**src/rtl/key_event_decoder.sv**
```systemverilog
// key_event_decoder
// Turns a stream of PS/2 set-2 scancode bytes into {code, ext, break} key
// events. A four-state prefix parser handles E0/F0. An optional typematic
// repeat filter drops makes of a key that is already held. The resulting
// events sit in a small first-word-fall-through FIFO for the consumer.
// last_make follows the most recent non-suppressed make, for a display.

module key_event_decoder #(
  parameter int FIFO_DEPTH    = 4,
  parameter int REPEAT_FILTER = 1
) (
  input  logic                          clock,
  input  logic                          reset,
  input  logic [7:0]                    byte_in,
  input  logic                          byte_valid,
  input  logic                          evt_ready,
  output logic                          evt_valid,
  output logic [7:0]                    evt_code,
  output logic                          evt_ext,
  output logic                          evt_break,
  output logic [$clog2(FIFO_DEPTH):0]   fifo_count,
  output logic                          overflow,
  output logic [7:0]                    last_make
);

  localparam int PTR_W = $clog2(FIFO_DEPTH);
  localparam int CNT_W = PTR_W + 1;
  // Stored entry layout: {code[7:0], ext, break}
  localparam int EW    = 10;

  localparam logic [CNT_W-1:0] DEPTH_CNT = CNT_W'(FIFO_DEPTH);
  localparam logic [PTR_W-1:0] PTR_ONE   = PTR_W'(1);
  localparam logic [CNT_W-1:0] CNT_ONE   = CNT_W'(1);

  // Parser states
  localparam logic [1:0] ST_IDLE     = 2'd0;
  localparam logic [1:0] ST_GOT_E0   = 2'd1;
  localparam logic [1:0] ST_GOT_F0   = 2'd2;
  localparam logic [1:0] ST_GOT_E0F0 = 2'd3;

  localparam logic [7:0] BYTE_E0 = 8'hE0;
  localparam logic [7:0] BYTE_F0 = 8'hF0;

  // Reject illegal depths at elaboration time
  if ((FIFO_DEPTH < 2) || (FIFO_DEPTH > 16) || ((1 << PTR_W) != FIFO_DEPTH)) begin : g_bad_depth
    $error("key_event_decoder: FIFO_DEPTH must be a power of two in 2..16");
  end

  // ---------------------------------------------------------------------
  // Byte classification and parser
  // ---------------------------------------------------------------------
  logic [1:0] state_reg;
  logic [1:0] state_next;
  logic       is_ctrl;
  logic       is_e0;
  logic       is_f0;
  logic       is_code;
  logic       cur_ext;
  logic       cur_brk;
  logic       code_strobe;

  // Decode the incoming byte: host/keyboard control bytes, prefixes, or a code
  always_comb begin
    is_ctrl = byte_in inside {8'h00, 8'hAA, 8'hE1, 8'hEE, 8'hFA, 8'hFE, 8'hFF};
    is_e0   = (byte_in == BYTE_E0);
    is_f0   = (byte_in == BYTE_F0);
    is_code = !is_ctrl && !is_e0 && !is_f0;
  end

  assign cur_ext     = (state_reg == ST_GOT_E0) || (state_reg == ST_GOT_E0F0);
  assign cur_brk     = (state_reg == ST_GOT_F0) || (state_reg == ST_GOT_E0F0);
  assign code_strobe = byte_valid && is_code;

  // Prefix accumulation; a repeated prefix leaves the state untouched
  always_comb begin
    state_next = state_reg;
    if (byte_valid) begin
      if (is_ctrl) begin
        state_next = ST_IDLE;
      end else if (is_e0) begin
        case (state_reg)
          ST_IDLE:   state_next = ST_GOT_E0;
          ST_GOT_F0: state_next = ST_GOT_E0F0;
          default:   state_next = state_reg;
        endcase
      end else if (is_f0) begin
        case (state_reg)
          ST_IDLE:   state_next = ST_GOT_F0;
          ST_GOT_E0: state_next = ST_GOT_E0F0;
          default:   state_next = state_reg;
        endcase
      end else begin
        state_next = ST_IDLE;
      end
    end
  end

  // Parser state register
  always_ff @(posedge clock or negedge reset) begin
    if (!reset) begin
      state_reg <= ST_IDLE;
    end else begin
      state_reg <= state_next;
    end
  end

  // ---------------------------------------------------------------------
  // Held-key tracking and repeat filter
  // ---------------------------------------------------------------------
  logic       held_valid_reg;
  logic [7:0] held_code_reg;
  logic       held_ext_reg;
  logic [7:0] last_make_reg;
  logic       held_match;
  logic       make_suppress;
  logic       emit_make;
  logic       emit_break;

  assign held_match    = held_valid_reg && (held_code_reg == byte_in) && (held_ext_reg == cur_ext);
  assign make_suppress = (REPEAT_FILTER != 0) && held_match;
  assign emit_make     = code_strobe && !cur_brk && !make_suppress;
  assign emit_break    = code_strobe && cur_brk;

  // A make (re)arms the held key; the matching release disarms it
  always_ff @(posedge clock or negedge reset) begin
    if (!reset) begin
      held_valid_reg <= 1'b0;
      held_code_reg  <= 8'h00;
      held_ext_reg   <= 1'b0;
    end else if (emit_make) begin
      held_valid_reg <= 1'b1;
      held_code_reg  <= byte_in;
      held_ext_reg   <= cur_ext;
    end else if (emit_break && held_match) begin
      held_valid_reg <= 1'b0;
    end
  end

  // Display code follows every emitted make, even one the FIFO has to drop
  always_ff @(posedge clock or negedge reset) begin
    if (!reset) begin
      last_make_reg <= 8'h00;
    end else if (emit_make) begin
      last_make_reg <= byte_in;
    end
  end

  // ---------------------------------------------------------------------
  // Event FIFO (first word fall through)
  // ---------------------------------------------------------------------
  logic [PTR_W-1:0]         wr_ptr_reg;
  logic [PTR_W-1:0]         rd_ptr_reg;
  logic [CNT_W-1:0]         count_reg;
  logic                     overflow_reg;
  logic                     fifo_full;
  logic                     push_req;
  logic                     push_en;
  logic                     pop_en;
  logic                     drop;
  logic [EW-1:0]            push_word;
  logic [EW-1:0]            head_word;
  logic [FIFO_DEPTH*EW-1:0] entry_flat;

  assign fifo_full = (count_reg == DEPTH_CNT);
  assign evt_valid = (count_reg != '0);
  assign pop_en    = evt_valid && evt_ready;
  assign push_req  = emit_make || emit_break;
  // When full, a push only fits if the head leaves on the same edge
  assign push_en   = push_req && (!fifo_full || pop_en);
  assign drop      = push_req && fifo_full && !pop_en;
  assign push_word = {byte_in, cur_ext, cur_brk};

  for (genvar gi = 0; gi < FIFO_DEPTH; gi++) begin : g_entry
    logic [EW-1:0] word_reg;

    // Storage slot gi captures the pushed event when the write pointer selects it
    always_ff @(posedge clock or negedge reset) begin
      if (!reset) begin
        word_reg <= '0;
      end else if (push_en && (wr_ptr_reg == PTR_W'(gi))) begin
        word_reg <= push_word;
      end
    end

    assign entry_flat[gi*EW +: EW] = word_reg;
  end

  // Head entry mux driven by the read pointer
  always_comb begin
    head_word = '0;
    for (int i = 0; i < FIFO_DEPTH; i++) begin
      if (rd_ptr_reg == PTR_W'(i)) begin
        head_word = entry_flat[i*EW +: EW];
      end
    end
  end

  // Pointers wrap naturally since the depth is a power of two
  always_ff @(posedge clock or negedge reset) begin
    if (!reset) begin
      wr_ptr_reg <= '0;
      rd_ptr_reg <= '0;
    end else begin
      if (push_en) begin
        wr_ptr_reg <= wr_ptr_reg + PTR_ONE;
      end
      if (pop_en) begin
        rd_ptr_reg <= rd_ptr_reg + PTR_ONE;
      end
    end
  end

  // Occupancy: push and pop together leave the count unchanged
  always_ff @(posedge clock or negedge reset) begin
    if (!reset) begin
      count_reg <= '0;
    end else begin
      case ({push_en, pop_en})
        2'b10:   count_reg <= count_reg + CNT_ONE;
        2'b01:   count_reg <= count_reg - CNT_ONE;
        default: count_reg <= count_reg;
      endcase
    end
  end

  // Sticky overflow flag, cleared only by reset
  always_ff @(posedge clock or negedge reset) begin
    if (!reset) begin
      overflow_reg <= 1'b0;
    end else if (drop) begin
      overflow_reg <= 1'b1;
    end
  end

  // Head fields read as zero while the FIFO is empty
  assign evt_code   = evt_valid ? head_word[EW-1:2] : 8'h00;
  assign evt_ext    = evt_valid ? head_word[1]      : 1'b0;
  assign evt_break  = evt_valid ? head_word[0]      : 1'b0;
  assign fifo_count = count_reg;
  assign overflow   = overflow_reg;
  assign last_make  = last_make_reg;

endmodule

```
**config.mk**
```make
export PLATFORM = sky130hd
export DESIGN_NAME = key_event_decoder
export DESIGN_NICKNAME = d
export VERILOG_FILES = /design/src/rtl/key_event_decoder.sv
export SDC_FILE = /design/constraint.sdc
export NUM_CORES = 1
export LEC_CHECK = 0
export ABC_AREA = 0
export ABC_CLOCK_PERIOD_IN_PS = 3300
export BUFFER_PORTS_ARGS = -buffer_cell sky130_fd_sc_hd__buf_2
export CAP_MARGIN = 0
export CORE_ASPECT_RATIO = 1.2
export CORE_MARGIN = 1.5
export CORE_UTILIZATION = 58
export CTS_BUF_LIST = sky130_fd_sc_hd__clkbuf_4 sky130_fd_sc_hd__clkbuf_8 sky130_fd_sc_hd__clkbuf_16
export CTS_CLUSTER_SIZE = 8
export DETAILED_ROUTE_END_ITERATION = 7
export HOLD_SLACK_MARGIN = 0.02
export PLACE_DENSITY = 0.9
export SYNTH_ARGS = -nofsm -noshare
export SYNTH_HDL_FRONTEND = slang
export SYNTH_SLANG_ARGS = --single-unit
```
**constraint.sdc**
```tcl
create_clock -name clock -period 3.3 [get_ports clock]
set_input_delay 0.33 -clock clock [delete_from_list [all_inputs] [get_ports clock]]
set_output_delay 0.33 -clock clock [all_outputs]
set_load 0.05 [all_outputs]
```
==> report_table.html <==
<table>
<tr><th>Metric</th><th>Value</th></tr>
<tr><th colspan="2">Setup path</th></tr>
<tr><td>Type of element launching the critical path</td><td>flip-flop</td></tr>
<tr><td>Cells along the critical path</td><td>inv_1 &gt; ha_1 &gt; nor2b_1 &gt; a221oi_1 &gt; nor3_1 &gt; a21oi_1 &gt; nor2_1 &gt; buf_2</td></tr>
<tr><td>Critical path data arrival time</td><td>2.46 ns</td></tr>
<tr><td>Cell depth of the worst flop-to-flop path</td><td>8</td></tr>
<tr><td>Slowest cell delay on critical path</td><td>0.58 ns</td></tr>
<tr><td>Worst reg2reg endpoint</td><td>fifo_count[1]</td></tr>
<tr><td>Slack of the worst reg-to-reg path</td><td>0.69 ns</td></tr>
<tr><td>Kind of end point of the critical path</td><td>output port</td></tr>
<tr><td>Worst flop-to-flop path startpoint</td><td>last_make[2]</td></tr>
<tr><td>Cell type of the slowest stage on the worst timing path</td><td>ha_1</td></tr>
<tr><td>CP delay by family, top</td><td>adder cells</td></tr>
<tr><td>WP data required</td><td>2.97 ns</td></tr>
<tr><td>Buffers plus inverters on the worst setup path</td><td>2</td></tr>
<tr><td>Biggest fanout along the worst timing path</td><td>18</td></tr>
<tr><td>Path type of the worst setup path</td><td>reg2out</td></tr>
<tr><th colspan="2">Cells and area</th></tr>
<tr><td>Count of antenna diodes in the layout</td><td>0</td></tr>
<tr><td>Most frequent cells in the layout</td><td>60 x dfrtp_1, 44 x mux2_2, 34 x buf_2</td></tr>
<tr><td>Synth-to-Final Area Change</td><td>11.8%</td></tr>
<tr><td>Number of nets in the finished design</td><td>318</td></tr>
<tr><td>Post-layout utilization of the core</td><td>66.9%</td></tr>
<tr><td>Filler Cell Count</td><td>387</td></tr>
<tr><td>Number of flip-flops in the largest register</td><td>40</td></tr>
<tr><td>Leading cell type in the layout, fill and taps excluded</td><td>dfrtp_1</td></tr>
<tr><td>Layout cell share with drive strength beyond 1</td><td>39.1%</td></tr>
<tr><th colspan="2">Clock tree</th></tr>
<tr><td>Inserted Clock Buffers</td><td>9</td></tr>
<tr><td>CTS clock-pin slew for the worst setup and hold paths</td><td>0.06 ns</td></tr>
<tr><td>Number of buffers on the longest clock path</td><td>2</td></tr>
<tr><td>Post-CTS setup buffers</td><td>0</td></tr>
<tr><td>H-Tree Level Count</td><td>3</td></tr>
<tr><td>Resize count post-CTS</td><td>0</td></tr>
<tr><td>Total number of clock tree sinks</td><td>60</td></tr>
<tr><td>CTS root buf</td><td>clkbuf_8</td></tr>
<tr><td>Post-CTS Hold Buffers</td><td>0</td></tr>
<tr><td>Clk_lat worst skew</td><td>0.33 ns</td></tr>
<tr><td>CTS tree</td><td>yes</td></tr>
<tr><th colspan="2">Placement</th></tr>
<tr><td>Port Buf Inserts</td><td>34</td></tr>
<tr><td>Total half-perimeter wirelength after legalization and detailed placement</td><td>4360 um</td></tr>
<tr><td>Setup WS pre-CTS</td><td>0.484 ns</td></tr>
<tr><td>Weighted congestion reported at the end of routability-driven placement</td><td>0.825</td></tr>
<tr><th colspan="2">Timing</th></tr>
<tr><td>Skew final</td><td>0.00487 ns</td></tr>
<tr><td>Count of endpoints failing hold in the final timing report</td><td>0</td></tr>
<tr><td>Final Setup Violations</td><td>0</td></tr>
<tr><td>Summed negative setup slack over all endpoints</td><td>0 ns</td></tr>
<tr><td>Slew at the pin closest to its max-slew limit</td><td>0.870 ns</td></tr>
<tr><td>Worst setup slack after layout</td><td>0.511 ns</td></tr>
<tr><td>Final min period</td><td>2.79 ns</td></tr>
<tr><td>Share of the clock period used by the worst path after layout</td><td>84.5%</td></tr>
<tr><td>Max-slew headroom</td><td>42.0%</td></tr>
<tr><td>Maximum clock rate</td><td>359 MHz</td></tr>
<tr><td>Number of pins with negative max-slew slack in the final report</td><td>0</td></tr>
<tr><td>RSZ-0062 raised after global routing</td><td>false</td></tr>
<tr><th colspan="2">Synthesis</th></tr>
<tr><td>Share of Yosys cell area claimed by the top area cell type</td><td>48.0%</td></tr>
<tr><td>Distinct cell type count of the synthesized netlist</td><td>40</td></tr>
<tr><td>Synth Cell Area</td><td>0.00313 mm^2</td></tr>
<tr><td>Cell types with the largest area share after synthesis</td><td>dfrtp_1 48%, mux2_2 16%, mux2_4 3.8%, ha_1 3.6%, nor2b_1 3.6%</td></tr>
<tr><td>Seq cells post-synth</td><td>60</td></tr>
<tr><td>Total nets after synthesis</td><td>282</td></tr>
<tr><td>YS warnings</td><td>0</td></tr>
<tr><td>Post-synthesis sequential area ratio</td><td>48.0%</td></tr>
<tr><td>Top cell type by total area after synthesis</td><td>dfrtp_1</td></tr>
<tr><td>Synth async-reset ratio</td><td>100%</td></tr>
<tr><td>EDFF count, synth</td><td>0</td></tr>
<tr><td>Most frequently used flop master after synthesis</td><td>dfrtp_1</td></tr>
<tr><td>Avg Synthesized Cell Area</td><td>12.0 um^2</td></tr>
<tr><td>Gate Count Post-Synth</td><td>260</td></tr>
<tr><th colspan="2">Global route</th></tr>
<tr><td>Fraction of met1 tracks used by global routing</td><td>30.1%</td></tr>
<tr><td>Number of antenna violations at the first check in global routing</td><td>0</td></tr>
<tr><td>Global route overflow</td><td>0</td></tr>
<tr><td>GR Layer Usage met2</td><td>37.1%</td></tr>
<tr><td>Global routing usage summed across all routing layers</td><td>23.6%</td></tr>
<tr><td>Largest net degree at the start of global routing</td><td>42</td></tr>
<tr><td>Busiest layer in global routing</td><td>met2</td></tr>
<tr><td>Via count of the first global-routing pass</td><td>2236</td></tr>
<tr><td>Global-route met3 utilization</td><td>5.34%</td></tr>
<tr><td>Global-route wire length before repair</td><td>10700 um</td></tr>
<tr><th colspan="2">Floorplan</th></tr>
<tr><td>Number of top-level pins</td><td>35</td></tr>
<tr><td>Horizontal die dimension</td><td>70.0 um</td></tr>
<tr><td>Effective utilization at floorplan</td><td>59.8%</td></tr>
<tr><td>Floorplan die height</td><td>83.4 um</td></tr>
<tr><td>Core Rows</td><td>29</td></tr>
<tr><td>Area of the core region</td><td>0.00523 mm^2</td></tr>
<tr><td>Area enclosed by the die boundary</td><td>0.00584 mm^2</td></tr>
<tr><th colspan="2">Route</th></tr>
<tr><td>Number of violations reported at the end of detailed-routing iteration 0</td><td>138</td></tr>
<tr><td>Vias after detailed routing</td><td>2162</td></tr>
<tr><td>WL/cell</td><td>17.9 um</td></tr>
<tr><td>First-pass DRT Iterations</td><td>4</td></tr>
<tr><td>Post-detailed-route DRC marker count</td><td>0</td></tr>
<tr><td>Mean number of vias per cell</td><td>5.99</td></tr>
<tr><td>Remaining antenna violation count after routing</td><td>0</td></tr>
<tr><td>Wirelength, routed</td><td>6450 um</td></tr>
<tr><th colspan="2">Run status</th></tr>
<tr><td>Result of the run</td><td>finished, final reports clean</td></tr>
<tr><th colspan="2">Pwr</th></tr>
<tr><td>Int Pwr</td><td>2.07 mW</td></tr>
<tr><td>Pwr dens</td><td>1080 mW/mm^2</td></tr>
<tr><td>Flop pwr share</td><td>33.5%</td></tr>
<tr><td>Clock group share of total power</td><td>14.8%</td></tr>
<tr><td>Logic gate share of total power</td><td>51.7%</td></tr>
<tr><td>LEAKAGE</td><td>1.61 nW</td></tr>
<tr><td>Switching Power</td><td>1.69 mW</td></tr>
<tr><td>Switching part of the total</td><td>44.8%</td></tr>
<tr><td>Worst voltage drop across the vdd grid</td><td>0.552 mV</td></tr>
<tr><th colspan="2">Min path</th></tr>
<tr><td>Path type of the worst min-delay path</td><td>in2async</td></tr>
<tr><th colspan="2">Job</th></tr>
<tr><td>Maximum Capacitance Violations</td><td>0</td></tr>
</table>
-- synthesized netlist by cell type (3+ instances only) --
master and count:
xnor2_1 11, a221oi_1 10, a21oi_1 15, nor3_2 4
nor3_1 13, mux2_2 44, ha_1 9, mux2_4 8
clkbuf_1 8, nand2_1 3, nor2_1 11, inv_1 10
dfrtp_1 60, nand3_1 5, buf_6 3, nor2b_1 18
-- layout make-up --
cell class	count	area (um^2)	area share, %
Sequential cell	60	1500	43.0
Clock inverter	3	15.0	0.430
Inverter	10	37.5	1.07
Timing Repair Buffer	41	223	6.37
Clock buffer	11	145	4.15
Multi-Input combinational cell	174	1500	42.8
Tap cell	62	77.6	2.22
-- worst max-delay path by stage --
stage | start | endpoint | slack, ns | cells past startpoint
floorplan | last_make[2] | fifo_count[1] | 0.61 | 8
global placement | byte_in[2] | fifo_count[2] | 0.54 | 11
detailed placement | byte_in[0] | fifo_count[2] | 0.48 | 11
CTS | rd_ptr_reg[1] | evt_break | 0.56 | 8
global route | rd_ptr_reg[1] | evt_code[7] | 0.36 | 8
finish | rd_ptr_reg[1] | evt_break | 0.51 | 8
-- power by group through the flow --
stage	Clock, mW	Combinational (mW)	Sequential [mW]
6_report	0.555	1.94	1.26
5_1_grt	0.590	2.08	1.31
2_1_floorplan	0	1.40	1.36
4_1_cts	0.568	1.94	1.26
3_3_place_gp	0	1.88	1.24
3_5_place_dp	0	1.94	1.27
-- per-stage QoR --
| step | cell area [um^2] | total power [mW] | hold WS (ns) | instances |
|---|---|---|---|---|
| after floorplan | 3130 | 2.76 | 0.0344 | 260 |
| after global placement | 3330 | 3.12 | 0.447 | 347 |
| after detailed placement | 3330 | 3.21 | 0.452 | 347 |
| after CTS | 3490 | 3.77 | 0.135 | 361 |
| after global routing | 3490 | 3.97 | 0.186 | 361 |
| final | 3490 | 3.76 | 0.112 | 361 |
-- layer usage --
| layer | vias up | wire (um) |
|---|---|---|
| met4 | 0 | 247 |
| li1 | 991 | - |
| met2 | 64 | 3180 |
| met1 | 1084 | 2760 |
| met3 | 23 | 255 |
| met5 | - | 0 |
-- cells by family after synthesis --
kind of cell / after synthesis / share of synthesized area (%)
XOR/XNOR: 13 / 3.64
AND/OR/NAND/NOR: 66 / 13.0
buffers and inverters: 26 / 4.12
adder cells (fa/ha/maj): 10 / 4.24
multiplexers: 52 / 19.7
AO/OA/AOI/OAI: 33 / 7.29
flip-flops: 60 / 48.0
Power figures use the tool's default switching activity.
